`config.mk`:
```
export PLATFORM = sky130hd
export DESIGN_NAME = demux1to64_stream
export DESIGN_NICKNAME = d
export VERILOG_FILES = /design/src/rtl/demux1to64_stream.sv
export SDC_FILE = /design/constraint.sdc
export NUM_CORES = 1
export LEC_CHECK = 0
export CAP_MARGIN = 20
export CELL_PAD_IN_SITES_DETAIL_PLACEMENT = 1
export CELL_PAD_IN_SITES_GLOBAL_PLACEMENT = 1
export CORE_MARGIN = 10
export CORE_UTILIZATION = 39
export DETAILED_ROUTE_END_ITERATION = 12
export PLACE_DENSITY_LB_ADDON = 0.1
export SETUP_SLACK_MARGIN = 0.05
export SYNTH_ARGS = -nofsm -noshare
export SYNTH_HDL_FRONTEND = slang
export SYNTH_SLANG_ARGS = --single-unit
```
`constraint.sdc`:
```
create_clock -name clk -period 4 [get_ports clk]
set_input_delay 0.8 -clock clk [delete_from_list [all_inputs] [get_ports clk]]
set_output_delay 0.8 -clock clk [all_outputs]
set_load 0.005 [all_outputs]
```
`src/rtl/demux1to64_stream.sv`:
```
// Registered 1-to-N stream demultiplexer: a single input skid register (stage A)
// feeds N_OUT independently back-pressured lane holding registers (stage B).
module demux1to64_stream #(
  parameter int DATA_W = 8,
  parameter int N_OUT  = 64,
  parameter int SEL_W  = $clog2(N_OUT)
) (
  input  logic                    clk,
  input  logic                    rst_n,
  input  logic                    i_in_valid,
  output logic                    o_in_ready,
  input  logic [DATA_W-1:0]       i_in_data,
  input  logic [SEL_W-1:0]        i_in_sel,
  output logic [N_OUT-1:0]        o_out_valid,
  input  logic [N_OUT-1:0]        i_out_ready,
  output logic [N_OUT*DATA_W-1:0] o_out_data,
  output logic                    o_err_sel_oor,
  output logic [15:0]             o_drop_cnt
);

  // One extra bit so the range compare stays meaningful when N_OUT is a power of two.
  localparam logic [SEL_W:0] N_OUT_L = (SEL_W+1)'(N_OUT);
  localparam logic [15:0]    CNT_MAX = 16'hFFFF;

  logic                           r_a_valid;
  logic [DATA_W-1:0]              r_a_data;
  logic [SEL_W-1:0]               r_a_sel;
  logic [N_OUT-1:0]               r_lane_valid;
  logic [N_OUT-1:0][DATA_W-1:0]   r_lane_data;
  logic                           r_err_sel_oor;
  logic [15:0]                    r_drop_cnt;

  logic [N_OUT-1:0]               w_drain;
  logic [N_OUT-1:0]               w_lane_free;
  logic [N_OUT-1:0]               w_sel_hot;
  logic [N_OUT-1:0]               w_lane_load;
  logic                           w_a_oor;
  logic                           w_a_advance;
  logic                           w_discard;
  logic                           w_accept;

  // Stage A advance decision; in_ready depends on out_ready but never on in_valid.
  always_comb begin
    w_drain     = r_lane_valid & i_out_ready;
    w_lane_free = ~r_lane_valid | w_drain;
    w_a_oor     = ({1'b0, r_a_sel} >= N_OUT_L);
    w_sel_hot   = {N_OUT{1'b0}};
    for (int k = 0; k < N_OUT; k++) begin
      w_sel_hot[k] = (r_a_sel == SEL_W'(k));
    end
    w_a_advance = r_a_valid & (w_a_oor | (|(w_sel_hot & w_lane_free)));
    w_discard   = w_a_advance & w_a_oor;
    w_lane_load = {N_OUT{w_a_advance & ~w_a_oor}} & w_sel_hot;
    o_in_ready  = ~r_a_valid | w_a_advance;
    w_accept    = i_in_valid & o_in_ready;
  end

  // Stage A skid register.
  always_ff @(posedge clk or negedge rst_n) begin
    if (!rst_n) begin
      r_a_valid <= 1'b0;
      r_a_data  <= {DATA_W{1'b0}};
      r_a_sel   <= {SEL_W{1'b0}};
    end else if (w_accept) begin
      r_a_valid <= 1'b1;
      r_a_data  <= i_in_data;
      r_a_sel   <= i_in_sel;
    end else if (w_a_advance) begin
      r_a_valid <= 1'b0;
    end
  end

  // Lane holding registers: a refill takes priority over a drain, so no bubble.
  always_ff @(posedge clk or negedge rst_n) begin
    if (!rst_n) begin
      r_lane_valid <= {N_OUT{1'b0}};
      r_lane_data  <= {(N_OUT*DATA_W){1'b0}};
    end else begin
      for (int k = 0; k < N_OUT; k++) begin
        if (w_lane_load[k]) begin
          r_lane_valid[k] <= 1'b1;
          r_lane_data[k]  <= r_a_data;
        end else if (w_drain[k]) begin
          r_lane_valid[k] <= 1'b0;
        end
      end
    end
  end

  // Out-of-range discard pulse and saturating drop counter.
  always_ff @(posedge clk or negedge rst_n) begin
    if (!rst_n) begin
      r_err_sel_oor <= 1'b0;
      r_drop_cnt    <= 16'd0;
    end else begin
      r_err_sel_oor <= w_discard;
      if (w_discard && (r_drop_cnt != CNT_MAX)) begin
        r_drop_cnt <= r_drop_cnt + 16'd1;
      end
    end
  end

  assign o_out_valid   = r_lane_valid;
  assign o_out_data    = r_lane_data;
  assign o_err_sel_oor = r_err_sel_oor;
  assign o_drop_cnt    = r_drop_cnt;

endmodule

```
==> results.yml <==
drt:
  wl_per_cell_um: 31.8
  antenna_left: 0
  firstDrtPassIters: 5
  wl_um: 98500
  via_count: 16505
  drc: 0
  post_drt_via_cell_ratio: 5.32
  drtIter0Drc: 867
timing:
  tightestPinTransition_ns: 1.12
  setup_viol: 0
  drv_slew: 0
  hold_viol: 0
  rsz0062_at_grt: "no"
  setup_slack_ns: 0.175
  min_period_ns: 3.82
  relSlewSlack: 0.251
  max_clock_freq_mhz: 261
  fin_skew_ns: 0.0237
  fin_crit_sh: 0.956
pwr:
  seq_power_share: 0.350
  p_comb_frac: 0.443
  p_per_area_mw_per_mm2: 816
  p_int_mw: 17.4
  finalPower_mw: 27.9
  switching_share: 0.376
  ir_drop_v: 0.00130
  p_clk_frac: 0.207
  p_switching_mw: 10.5
  cellLeakagePower_nw: 15.3
finish:
  finish.utilization: 0.556
  drive_gt1_frac: 0.369
  nets: 2342
  synthToLayoutAreaGrowth_pct: 41.4
synth:
  ys_seq_elements: 591
  yosysMostFrequentCell: "dfrtp_1"
  ys_async_sr_fraction: 1.00
  seq_area_frac_synth: 0.612
  ys_warn_count: 0
  synth_area_mm2: 0.0242
  synth_cells: 1548
  synth_cell_type_count: 62
  ys.flop_type: "dfrtp_1"
  synth_edf_count: 0
  yosysTopAreaCell: "dfrtp_1"
  synth_top_cell_area_share: 0.612
  syn_avg_cell_area_um2: 15.6
  synth_area_leaders: "dfrtp_1 (61%), mux2_2 (24%), a211oi_4 (3.9%), clkbuf_1 (0.85%), or2_2 (0.83%)"
  yosys-top-cells-count: "dfrtp_1 (591), mux2_2 (516), clkbuf_1 (55)"
outcome:
  run_status: "finished clean"
worst_setup_path:
  cp_slowest_cell: "a211oi_4"
  crit_path_frequent_cell: "buf_4"
  critical_path.max_stage_delay_ns: 0.82
  cp_max_fo: 47
  arrival_ns: 4.30
  path_class: "flip-flop to flip-flop"
  crit_required_ns: 4.47
  worst_setup_path_end_kind: "flip-flop"
  startpoint_type: "flip-flop"
  path_cells: "buf_4 -> or4b_4 -> a2111oi_4 -> a31oi_1 -> o311ai_1 -> nor3_4 -> buf_4 -> buf_12 -> a211oi_4 -> mux2_2"
die:
  die_area_mm2: 0.0723
  coreArea_mm2: 0.0615
  die_w_um: 269
  ios: 675
  rows: 91
  die_h_um: 269
  start_util: 0.393
global_route:
  grt_antenna_before_repair: 10
  grt_pass1_wl_um: 139000
  grt.overflow.total: 0
  grt_pass1_vias: 18089
  track_usage: 0.268
  grt_max_degree: 95
cts:
  h-tree-depth: 3
  root_buffer: "clkbuf_16"
  numCtsBuffers: 67
  cts_sinks: 591
  cts_buffer_depth: 3
  cts.clk_slew.worst_paths_ns: 0.06
  tritoncts: "done"
  clk_latency_ns: 0.60
run:
  drv_cap: 0
placement:
  hpwl_um: 72000
  gp_congestion: 0.805
  io_buffer_count: 657
  pre_cts_ws_ns: -0.380
min_path:
  hp-class: "input pin to asynchronous set/reset pin"
[metal layers]
metal	wire (µm)	track usage	share of wire	vias to the layer above
li1	-	-	-	6871
met1	38400	0.318	0.39	8941
met2	49400	0.456	0.50	550
met3	7990	0.0890	0.081	133
met4	2600	0.0799	0.026	10
met5	76	0	0.00077	-
[critical path, delay by kind of cell (launching register included)]
| family | cells | cell delay, ns |
|---|---|---|
| DFF | 1 | 0.48 |
| muxes | 1 | 0.42 |
| and+or+nand+nor | 2 | 0.72 |
| buffers and inverters | 3 | 0.56 |
| AOI/OAI and AO/OA | 4 | 1.46 |
[per-stage QoR]
step | TNS [ns] | instances | hold WS (ns) | cell area (µm²)
4_1_cts | 0 | 3093 | 0.271 | 34100
6_report | 0 | 3100 | 0.231 | 34200
5_1_grt | 0 | 3095 | 0.296 | 34200
3_5_place_dp | -95.44 | 2973 | 0.479 | 32000
3_3_place_gp | -104.28 | 2973 | 0.471 | 32000
2_1_floorplan | 0 | 1564 | 0.483 | 24200
[layout by cell type (no fill, tap or decap), drive strengths merged, types with 3 or more instances in the layout]
master           n
a2111oi          3
a211oi          58
a21o            15
a21oi           19
a31oi            4
and4bb           3
buf             93
clkbuf          95
clkdlybuf4s50  655
clkinv          14
conb            17
dfrtp          591
diode            7
inv             21
mux2           526
nand2           10
nand2b          21
nand3            3
nand4b           4
nand4bb          5
nor2             7
nor2b           31
nor3             7
nor3b            7
nor4             4
o21ai            9
o22ai            8
o31ai           14
or2             32
or4b             4
[power by group through the flow]
stage               sequential (mW)  clock (mW)  combinational (mW)
finish                         9.77        5.77                12.3
global placement               9.73           0                12.1
floorplan                      9.26           0                5.62
detailed placement             9.86           0                12.2
global route                   10.1        6.18                13.0
CTS                            9.78        5.90                12.5
[logic make-up after synthesis]
group / Yosys count / synth area share
flops: 591 / 0.612
mux: 526 / 0.246
simple gates: 146 / 0.0415
compound gates: 145 / 0.0701
buf+inv: 139 / 0.0299
other cells: 1 / 0.000155
[final cells by class]
class                   count  area [µm²]
clock inverters            17         100
multi-input cells         834        8870
inverters                  18        67.6
fillers                  5925       27300
repair buffers            749        7450
clock buffers              94        1890
well taps                 790         988
flip-flops and latches    591       14800
diodes                      7        17.5
[state kept, by name (all words and copies together), names as in the netlist]
| name | cells |
|---|---|
| r_a_sel | 6 |
| o_out_valid | 64 |
| o_out_data | 512 |
| r_a_data | 8 |
| r_a_valid | 1 |
[final timing paths]
path                                   end       startpoint  slack (ns)  cells past startpoint
max                        o_out_data[158]       r_a_sel[3]        0.18                     10
min                        o_out_data[464]            rst_n        0.23                      1
max reg2reg                o_out_data[158]       r_a_sel[3]        0.18                     10
min reg2reg                o_out_data[150]  o_out_data[150]        0.49                      1
max in group asynchronous  o_out_valid[51]            rst_n        2.58                      2
min in group clk           o_out_data[150]  o_out_data[150]        0.49                      1
[what timing repair did]
item | CTS | global route
buffers inserted | 9 | 0
pin swaps | 4 | 1
resized for setup | 21 | 8
hold buffers | 0 | 0
setup endpoints to repair | 25 | 1
(Power assumes the default switching activity.)
